===== src/rtl/window_extrema_if.sv =====
// ---------------------------------------------------------------------------
// window_extrema_if
//   Sample-in / result-out bundle for window_extrema_tracker.
//
//   Parameters
//     WIDTH   sample width (unsigned)
//     WINDOW  samples per window; sets the width of out_max_cnt
//
//   Signals
//     in_valid / in_ready / in_data      sample stream into the tracker
//     rel_valid / rel                    per-sample {gt,eq,lt} vs previous sample
//     out_valid / out_ready              window result handshake
//     out_max / out_min / out_max_cnt    window result payload
//
//   Modports
//     master  sample source + result consumer side
//     slave   the tracker itself
// ---------------------------------------------------------------------------
interface window_extrema_if #(
    parameter int WIDTH  = 4,
    parameter int WINDOW = 8
);
    localparam int CNT_W = $clog2(WINDOW + 1);

    logic             in_valid;
    logic             in_ready;
    logic [WIDTH-1:0] in_data;
    logic             rel_valid;
    logic [2:0]       rel;
    logic             out_valid;
    logic             out_ready;
    logic [WIDTH-1:0] out_max;
    logic [WIDTH-1:0] out_min;
    logic [CNT_W-1:0] out_max_cnt;

    modport master (
        output in_valid,
        output in_data,
        output out_ready,
        input  in_ready,
        input  rel_valid,
        input  rel,
        input  out_valid,
        input  out_max,
        input  out_min,
        input  out_max_cnt
    );

    modport slave (
        input  in_valid,
        input  in_data,
        input  out_ready,
        output in_ready,
        output rel_valid,
        output rel,
        output out_valid,
        output out_max,
        output out_min,
        output out_max_cnt
    );
endinterface


===== src/rtl/window_extrema_tracker.sv =====
// ---------------------------------------------------------------------------
// window_extrema_tracker
//   Consumes a valid/ready stream of unsigned samples. Each accepted sample is
//   compared against the running max, running min and the previous sample of
//   the current window. After WINDOW accepted samples the window's max, min and
//   the number of samples equal to max are presented on a valid/ready output
//   and held until the consumer takes them. While a result is pending no new
//   samples are accepted.
//
//   Ports
//     clk    in  rising-edge clock
//     rst_n  in  asynchronous reset, active-low
//     clear  in  synchronous flush of the partial window and any pending result
//     bus    window_extrema_if.slave (sample stream, rel output, result output)
//
//   Timing
//     rel_valid/rel      one cycle after each accept
//     out_valid          one cycle after the WINDOW-th accept
//     in_ready           decoded from registered state only (no path from out_ready)
// ---------------------------------------------------------------------------
module window_extrema_tracker #(
    parameter int WIDTH  = 4,
    parameter int WINDOW = 8
) (
    input  logic              clk,
    input  logic              rst_n,
    input  logic              clear,
    window_extrema_if.slave   bus
);
    localparam int CNT_W = $clog2(WINDOW + 1);

    typedef enum logic {
        ACCUM = 1'b0,
        HOLD  = 1'b1
    } state_t;

    state_t           state_reg;
    state_t           state_next;

    // Low during reset and for the first edge after release so in_ready
    // does not claim readiness while the block is still held in reset.
    logic             run_reg;

    // Running window state
    logic [CNT_W-1:0] count_reg;
    logic [WIDTH-1:0] max_reg;
    logic [WIDTH-1:0] min_reg;
    logic [WIDTH-1:0] prev_reg;
    logic [CNT_W-1:0] max_cnt_reg;

    // Next values of the running state for the sample currently offered
    logic [WIDTH-1:0] max_next;
    logic [WIDTH-1:0] min_next;
    logic [CNT_W-1:0] max_cnt_next;
    logic [2:0]       rel_next;

    // Registered per-sample relation
    logic             rel_valid_reg;
    logic [2:0]       rel_reg;

    // Registered window result, stable for the whole HOLD state
    logic [WIDTH-1:0] res_max_reg;
    logic [WIDTH-1:0] res_min_reg;
    logic [CNT_W-1:0] res_cnt_reg;

    logic             in_ready_w;
    logic             out_valid_w;
    logic             accept;
    logic             transfer;
    logic             first_sample;
    logic             last_sample;

    // ------------------------------------------------------------------
    // Handshake decode. clear masks both handshakes so that a same-cycle
    // sample is dropped and a same-cycle result transfer is not taken.
    // ------------------------------------------------------------------
    assign in_ready_w   = run_reg && (state_reg == ACCUM);
    assign out_valid_w  = (state_reg == HOLD);
    assign accept       = bus.in_valid && in_ready_w && !clear;
    assign transfer     = bus.out_ready && out_valid_w && !clear;
    assign first_sample = (count_reg == '0);
    assign last_sample  = (count_reg == CNT_W'(WINDOW - 1));

    // ------------------------------------------------------------------
    // Compare datapath (unsigned)
    // ------------------------------------------------------------------
    always_comb begin
        max_next     = max_reg;
        min_next     = min_reg;
        max_cnt_next = max_cnt_reg;
        rel_next     = 3'b000;

        if (first_sample) begin
            // A fresh window has no history: seed everything from the sample.
            max_next     = bus.in_data;
            min_next     = bus.in_data;
            max_cnt_next = CNT_W'(1);
            rel_next     = 3'b000;
        end else begin
            if (bus.in_data > max_reg) begin
                max_next     = bus.in_data;
                max_cnt_next = CNT_W'(1);
            end else if (bus.in_data == max_reg) begin
                max_cnt_next = max_cnt_reg + CNT_W'(1);
            end

            if (bus.in_data < min_reg) begin
                min_next = bus.in_data;
            end

            rel_next = {bus.in_data >  prev_reg,
                        bus.in_data == prev_reg,
                        bus.in_data <  prev_reg};
        end
    end

    // ------------------------------------------------------------------
    // FSM: state register
    // ------------------------------------------------------------------
    always_ff @(posedge clk or negedge rst_n) begin
        if (!rst_n) begin
            state_reg <= ACCUM;
        end else begin
            state_reg <= state_next;
        end
    end

    // ------------------------------------------------------------------
    // FSM: next-state logic
    // ------------------------------------------------------------------
    always_comb begin
        state_next = state_reg;
        if (clear) begin
            state_next = ACCUM;
        end else begin
            case (state_reg)
                ACCUM: begin
                    if (accept && last_sample) begin
                        state_next = HOLD;
                    end
                end
                HOLD: begin
                    if (transfer) begin
                        state_next = ACCUM;
                    end
                end
                default: begin
                    state_next = ACCUM;
                end
            endcase
        end
    end

    // ------------------------------------------------------------------
    // Running window state and sample counter
    // ------------------------------------------------------------------
    always_ff @(posedge clk or negedge rst_n) begin
        if (!rst_n) begin
            run_reg     <= 1'b0;
            count_reg   <= '0;
            max_reg     <= '0;
            min_reg     <= '0;
            prev_reg    <= '0;
            max_cnt_reg <= '0;
        end else begin
            run_reg <= 1'b1;
            if (clear) begin
                count_reg <= '0;
            end else if (accept) begin
                // Counter wraps on the closing sample, so the next window
                // starts from zero once the result has been taken.
                count_reg   <= last_sample ? '0 : count_reg + CNT_W'(1);
                max_reg     <= max_next;
                min_reg     <= min_next;
                prev_reg    <= bus.in_data;
                max_cnt_reg <= max_cnt_next;
            end
        end
    end

    // ------------------------------------------------------------------
    // Per-sample relation output
    // ------------------------------------------------------------------
    always_ff @(posedge clk or negedge rst_n) begin
        if (!rst_n) begin
            rel_valid_reg <= 1'b0;
            rel_reg       <= 3'b000;
        end else begin
            rel_valid_reg <= accept;
            if (accept) begin
                rel_reg <= rel_next;
            end
        end
    end

    // ------------------------------------------------------------------
    // Window result capture: loaded from the updated running values on the
    // closing accept, untouched otherwise so HOLD sees stable outputs.
    // ------------------------------------------------------------------
    always_ff @(posedge clk or negedge rst_n) begin
        if (!rst_n) begin
            res_max_reg <= '0;
            res_min_reg <= '0;
            res_cnt_reg <= '0;
        end else if (accept && last_sample) begin
            res_max_reg <= max_next;
            res_min_reg <= min_next;
            res_cnt_reg <= max_cnt_next;
        end
    end

    // ------------------------------------------------------------------
    // Output drive
    // ------------------------------------------------------------------
    assign bus.in_ready    = in_ready_w;
    assign bus.out_valid   = out_valid_w;
    assign bus.rel_valid   = rel_valid_reg;
    assign bus.rel         = rel_reg;
    assign bus.out_max     = res_max_reg;
    assign bus.out_min     = res_min_reg;
    assign bus.out_max_cnt = res_cnt_reg;

endmodule


===== src/flat_wrapper.sv =====
// flat-port wrapper written by rule: the top's interface ports become plain ports
module window_extrema_tracker_flat 
#(
    parameter int WIDTH  = 4,
    parameter int WINDOW = 8
)
  (clk, rst_n, clear, bus_in_valid, bus_in_data, bus_out_ready, bus_in_ready, bus_rel_valid, bus_rel, bus_out_valid, bus_out_max, bus_out_min, bus_out_max_cnt);
  window_extrema_if #(.WIDTH(WIDTH), .WINDOW(WINDOW)) bus_i ();
  input  logic clk;
  input  logic rst_n;
  input  logic clear;
  input wire logic [$bits(bus_i.in_valid)-1:0] bus_in_valid;
  input wire logic [$bits(bus_i.in_data)-1:0] bus_in_data;
  input wire logic [$bits(bus_i.out_ready)-1:0] bus_out_ready;
  output wire logic [$bits(bus_i.in_ready)-1:0] bus_in_ready;
  output wire logic [$bits(bus_i.rel_valid)-1:0] bus_rel_valid;
  output wire logic [$bits(bus_i.rel)-1:0] bus_rel;
  output wire logic [$bits(bus_i.out_valid)-1:0] bus_out_valid;
  output wire logic [$bits(bus_i.out_max)-1:0] bus_out_max;
  output wire logic [$bits(bus_i.out_min)-1:0] bus_out_min;
  output wire logic [$bits(bus_i.out_max_cnt)-1:0] bus_out_max_cnt;
  assign bus_i.in_valid = bus_in_valid;
  assign bus_i.in_data = bus_in_data;
  assign bus_i.out_ready = bus_out_ready;
  assign bus_in_ready = bus_i.in_ready;
  assign bus_rel_valid = bus_i.rel_valid;
  assign bus_rel = bus_i.rel;
  assign bus_out_valid = bus_i.out_valid;
  assign bus_out_max = bus_i.out_max;
  assign bus_out_min = bus_i.out_min;
  assign bus_out_max_cnt = bus_i.out_max_cnt;
  window_extrema_tracker #(.WIDTH(WIDTH), .WINDOW(WINDOW)) u_core (.clk(clk), .rst_n(rst_n), .clear(clear), .bus(bus_i));
endmodule

===== config.mk =====
export PLATFORM = sky130hd
export DESIGN_NAME = window_extrema_tracker_flat
export DESIGN_NICKNAME = d
export VERILOG_FILES = /design/src/rtl/window_extrema_if.sv /design/src/rtl/window_extrema_tracker.sv /design/src/flat_wrapper.sv
export SDC_FILE = /design/constraint.sdc
export NUM_CORES = 1
export LEC_CHECK = 0
export ABC_AREA = 1
export CAP_MARGIN = 20
export CORE_ASPECT_RATIO = 1.5
export CORE_MARGIN = 5
export CORE_UTILIZATION = 45
export CTS_CLUSTER_DIAMETER = 40
export CTS_CLUSTER_SIZE = 24
export DETAILED_ROUTE_END_ITERATION = 10
export PLACE_DENSITY = 0.7
export SKIP_LAST_GASP = 1
export SYNTH_ARGS = -nofsm -noshare
export SYNTH_HDL_FRONTEND = slang
export SYNTH_SLANG_ARGS = --single-unit

===== constraint.sdc =====
create_clock -name clk -period 1.4 [get_ports clk]
set_input_delay 0.28 -clock clk [delete_from_list [all_inputs] [get_ports clk]]
set_output_delay 0.28 -clock clk [all_outputs]
set_load 0.05 [all_outputs]

==> metrics.cfg <==
[outcome]
run_status=complete, but fails checks
violations=negative setup slack

[global_route]
top_usage_layer=met2
grt.total_usage_pct=19.8
grt_max_degree=39
grt-ovfl-total=0
grt.met1_usage_pct=20.7
antenna_found_initial=0
use_met2_pct=35.2
grtUsageMet3_pct=4.13
grt_pass1_vias=2053
grt_pass1_wl_mm=9.17

[yosys]
yosysWarnings=0
synthCells=255
synth-main-ff-cell=dfrtp_1
synth_top_cell_area_share_pct=46.1
synthTopCellsByArea=dfrtp_1 46%, nand2_1 17%, ha_1 8.5%
synth_cell_types=25
synth_edf_count=0
synth-seq-cells=38
ys_async_sr_fraction_pct=100
synth.net_count=278
mappedNetlistArea_um2=2060
yosys.area.top_type=dfrtp_1
synth_area_per_cell_um2=8.08
ys_seq_area_share_pct=46.1

[floorplanning]
initial_core_util_pct=46.1
die_area_um2=6060
die_h_um=92.9
coreArea_um2=4470
io_pins=27
die_w_um=65.3
fp-row-count=30

[timing]
rsz0062_at_grt=yes
max_freq_ghz=0.645
fin_skew_ns=0.00379
holdWs_ns=0.386
finalCriticalPeriod_ns=1.55
post-route-period-util_pct=111
final_hold_viol_count=0
slew_violations=0
post-route-worst-setup-slack_ns=-0.151
setup_viol=27

[detailed_routing]
remaining_drc_errors=0
viasPerCell=5.29
routed-via-count=1963
wl_per_cell_um=15.8
ant_nets=0
drt_iter0_markers=105
routed_wl_mm=5.86
drt_first_pass_iters=4

[critical_path]
cp-end-kind=flip-flop
cp_slowest_stage_delay_ns=0.39
crit_chain=inv_2 -> ha_4 -> nand2_4 -> inv_2 -> nand2_2 -> nand2_2 -> nand2_4 -> nand2_8 -> nand2_4 -> nand3_2 -> nand2_1
worstPathMaxFanout=7
criticalPathCategory=flip-flop to flip-flop
crit_required_ns=1.60
path_common_cell=nand2_4
critPathArrivalTime_ns=1.75
cp_slowest_cell=dfrtp_1
start_kind=flip-flop

[clock_tree]
cts-htree-levels=2
tritoncts=built
cts_sinks=38
clkTransAtPathRegs_ns=0.08
cts_buffers=5
clock_latency_ns=0.30
clock_path_buffers=2
root_buffer=clkbuf_8

[job]
maxCapViolCount=0

[pwr]
clock_power_share_pct=29.3
power.share.switching_pct=32.8
power.density_nw_per_um2=1000
p_sw_mw=1.11
p_leak_nw=1.66
p_seq_share_pct=36.9
power.internal_mw=2.28
ir_worst_vdd_v=0.000686
power_frac_comb_pct=33.8

[finish]
drive_gt1_share_pct=46.7
num_antenna_cells=0
multi_input_area_um2=1340
fin_util_pct=75.8
seqCellArea_um2=952
nFillCells=286
area_growth_pct=64.2
fin_nets=345

[place]
dp_hpwl_mm=3.51
dp_slack_ns=-0.590
place.gp.congestion=0.852
numPortBuffers=26

[min_path]
hold_path_class=input port to flip-flop

cell families (layout without fill, tap and decap cells):
kind of cell             count (synthesis)  after routing  synth area share [%]
buffers and inverters                   40            108                  8.38
AO/OA/AOI/OAI                           22             22                  5.77
flip-flops                              38             38                  46.1
adder cells (fa/ha/maj)                 14             14                  8.50
AND/OR/NAND/NOR                        136            136                  29.3
XOR/XNOR                                 4              4                  1.70
other                                    1              1                 0.182
routing by layer:
metal  share of wire (%)  wire length (um)
met1                  36              2080
met2                  57              3320
met3                 3.0               174
met4                 4.9               285
met5                   0                 0
synthesized netlist by cell type (2+ instances only):
cell type  number
o21ai_0         7
nand2_2         4
xor2_1          2
nor2_8          2
nor2_1          5
a21oi_1         5
nand2_1        93
ha_1           14
nand3_1        28
xnor2_1         2
inv_1          29
o22ai_1         2
dfrtp_1        38
o21ai_1         6
buf_6           2
inv_2           4
buf_2           4
cells in the final DEF, fill, tap and decap left out, types with 8 or more instances in the layout:
cell,n
nand2_1,76
dfrtp_1,37
buf_4,32
buf_12,21
nand3_2,19
inv_2,16
inv_1,15
nand2_4,15
o21ai_1,9
ha_4,9
nand3_1,8
cell type report:
class / count / area share (%)
clock buffers: 7 / 2.55
clock inverters: 1 / 0.887
well taps: 48 / 1.77
flip-flops and latches: 38 / 28.1
multi-input cells: 177 / 39.6
repair buffers: 66 / 23.0
inverters: 34 / 4.07
power by group through the flow:
stage / Combinational [mW] / Sequential [mW] / Clock [mW]
2_1_floorplan: 0.375 / 1.28 / 0
3_3_place_gp: 0.705 / 1.25 / 0
6_report: 1.15 / 1.25 / 0.994
5_1_grt: 1.25 / 1.26 / 1.06
3_5_place_dp: 0.726 / 1.26 / 0
4_1_cts: 0.986 / 1.24 / 1.00
through the flow:
step | area (um^2) | std cells | power, mW | setup TNS (ns)
after floorplan | 2070 | 255 | 1.66 | -5.90
after global placement | 2790 | 354 | 1.96 | -14.24
after CTS | 3230 | 367 | 3.23 | -0.860
final | 3380 | 371 | 3.39 | -2.31
after detailed placement | 2790 | 354 | 1.98 | -15.16
after global routing | 3380 | 371 | 3.57 | -4.62
critical path, delay by kind of cell (launching register included):
family | cells | cell delay, ns
flip-flops | 1 | 0.39
AND/OR/NAND/NOR | 8 | 0.65
buffers and inverters | 2 | 0.12
adder cells (fa/ha/maj) | 1 | 0.29
repair_timing:
item,in CTS,in global routing
gates resized for setup,80,31
setup buffers,4,4
setup endpoints to repair,28,28
hold buffers,1,0
pin swaps,20,22
endpoints found under the hold margin,38,0
path summary, 6_finish.rpt:
check	slack [ns]	endpoint	from	depth (start not counted)
worst min register to register	0.51	u_core.min_reg[0]	u_core.min_reg[0]	2
worst max register to register	-0.15	u_core.bus.out_max[3]	u_core.max_reg[3]	11
max in group asynchronous	0.72	u_core.bus.out_valid	rst_n	3
worst min-delay path	0.39	u_core.prev_reg[2]	bus_in_data[2]	4
min in group asynchronous	0.47	u_core.prev_reg[3]	rst_n	3
worst max-delay path	-0.15	u_core.bus.out_max[3]	u_core.max_reg[3]	11
No activity file was read; power rests on OpenSTA's default activity.
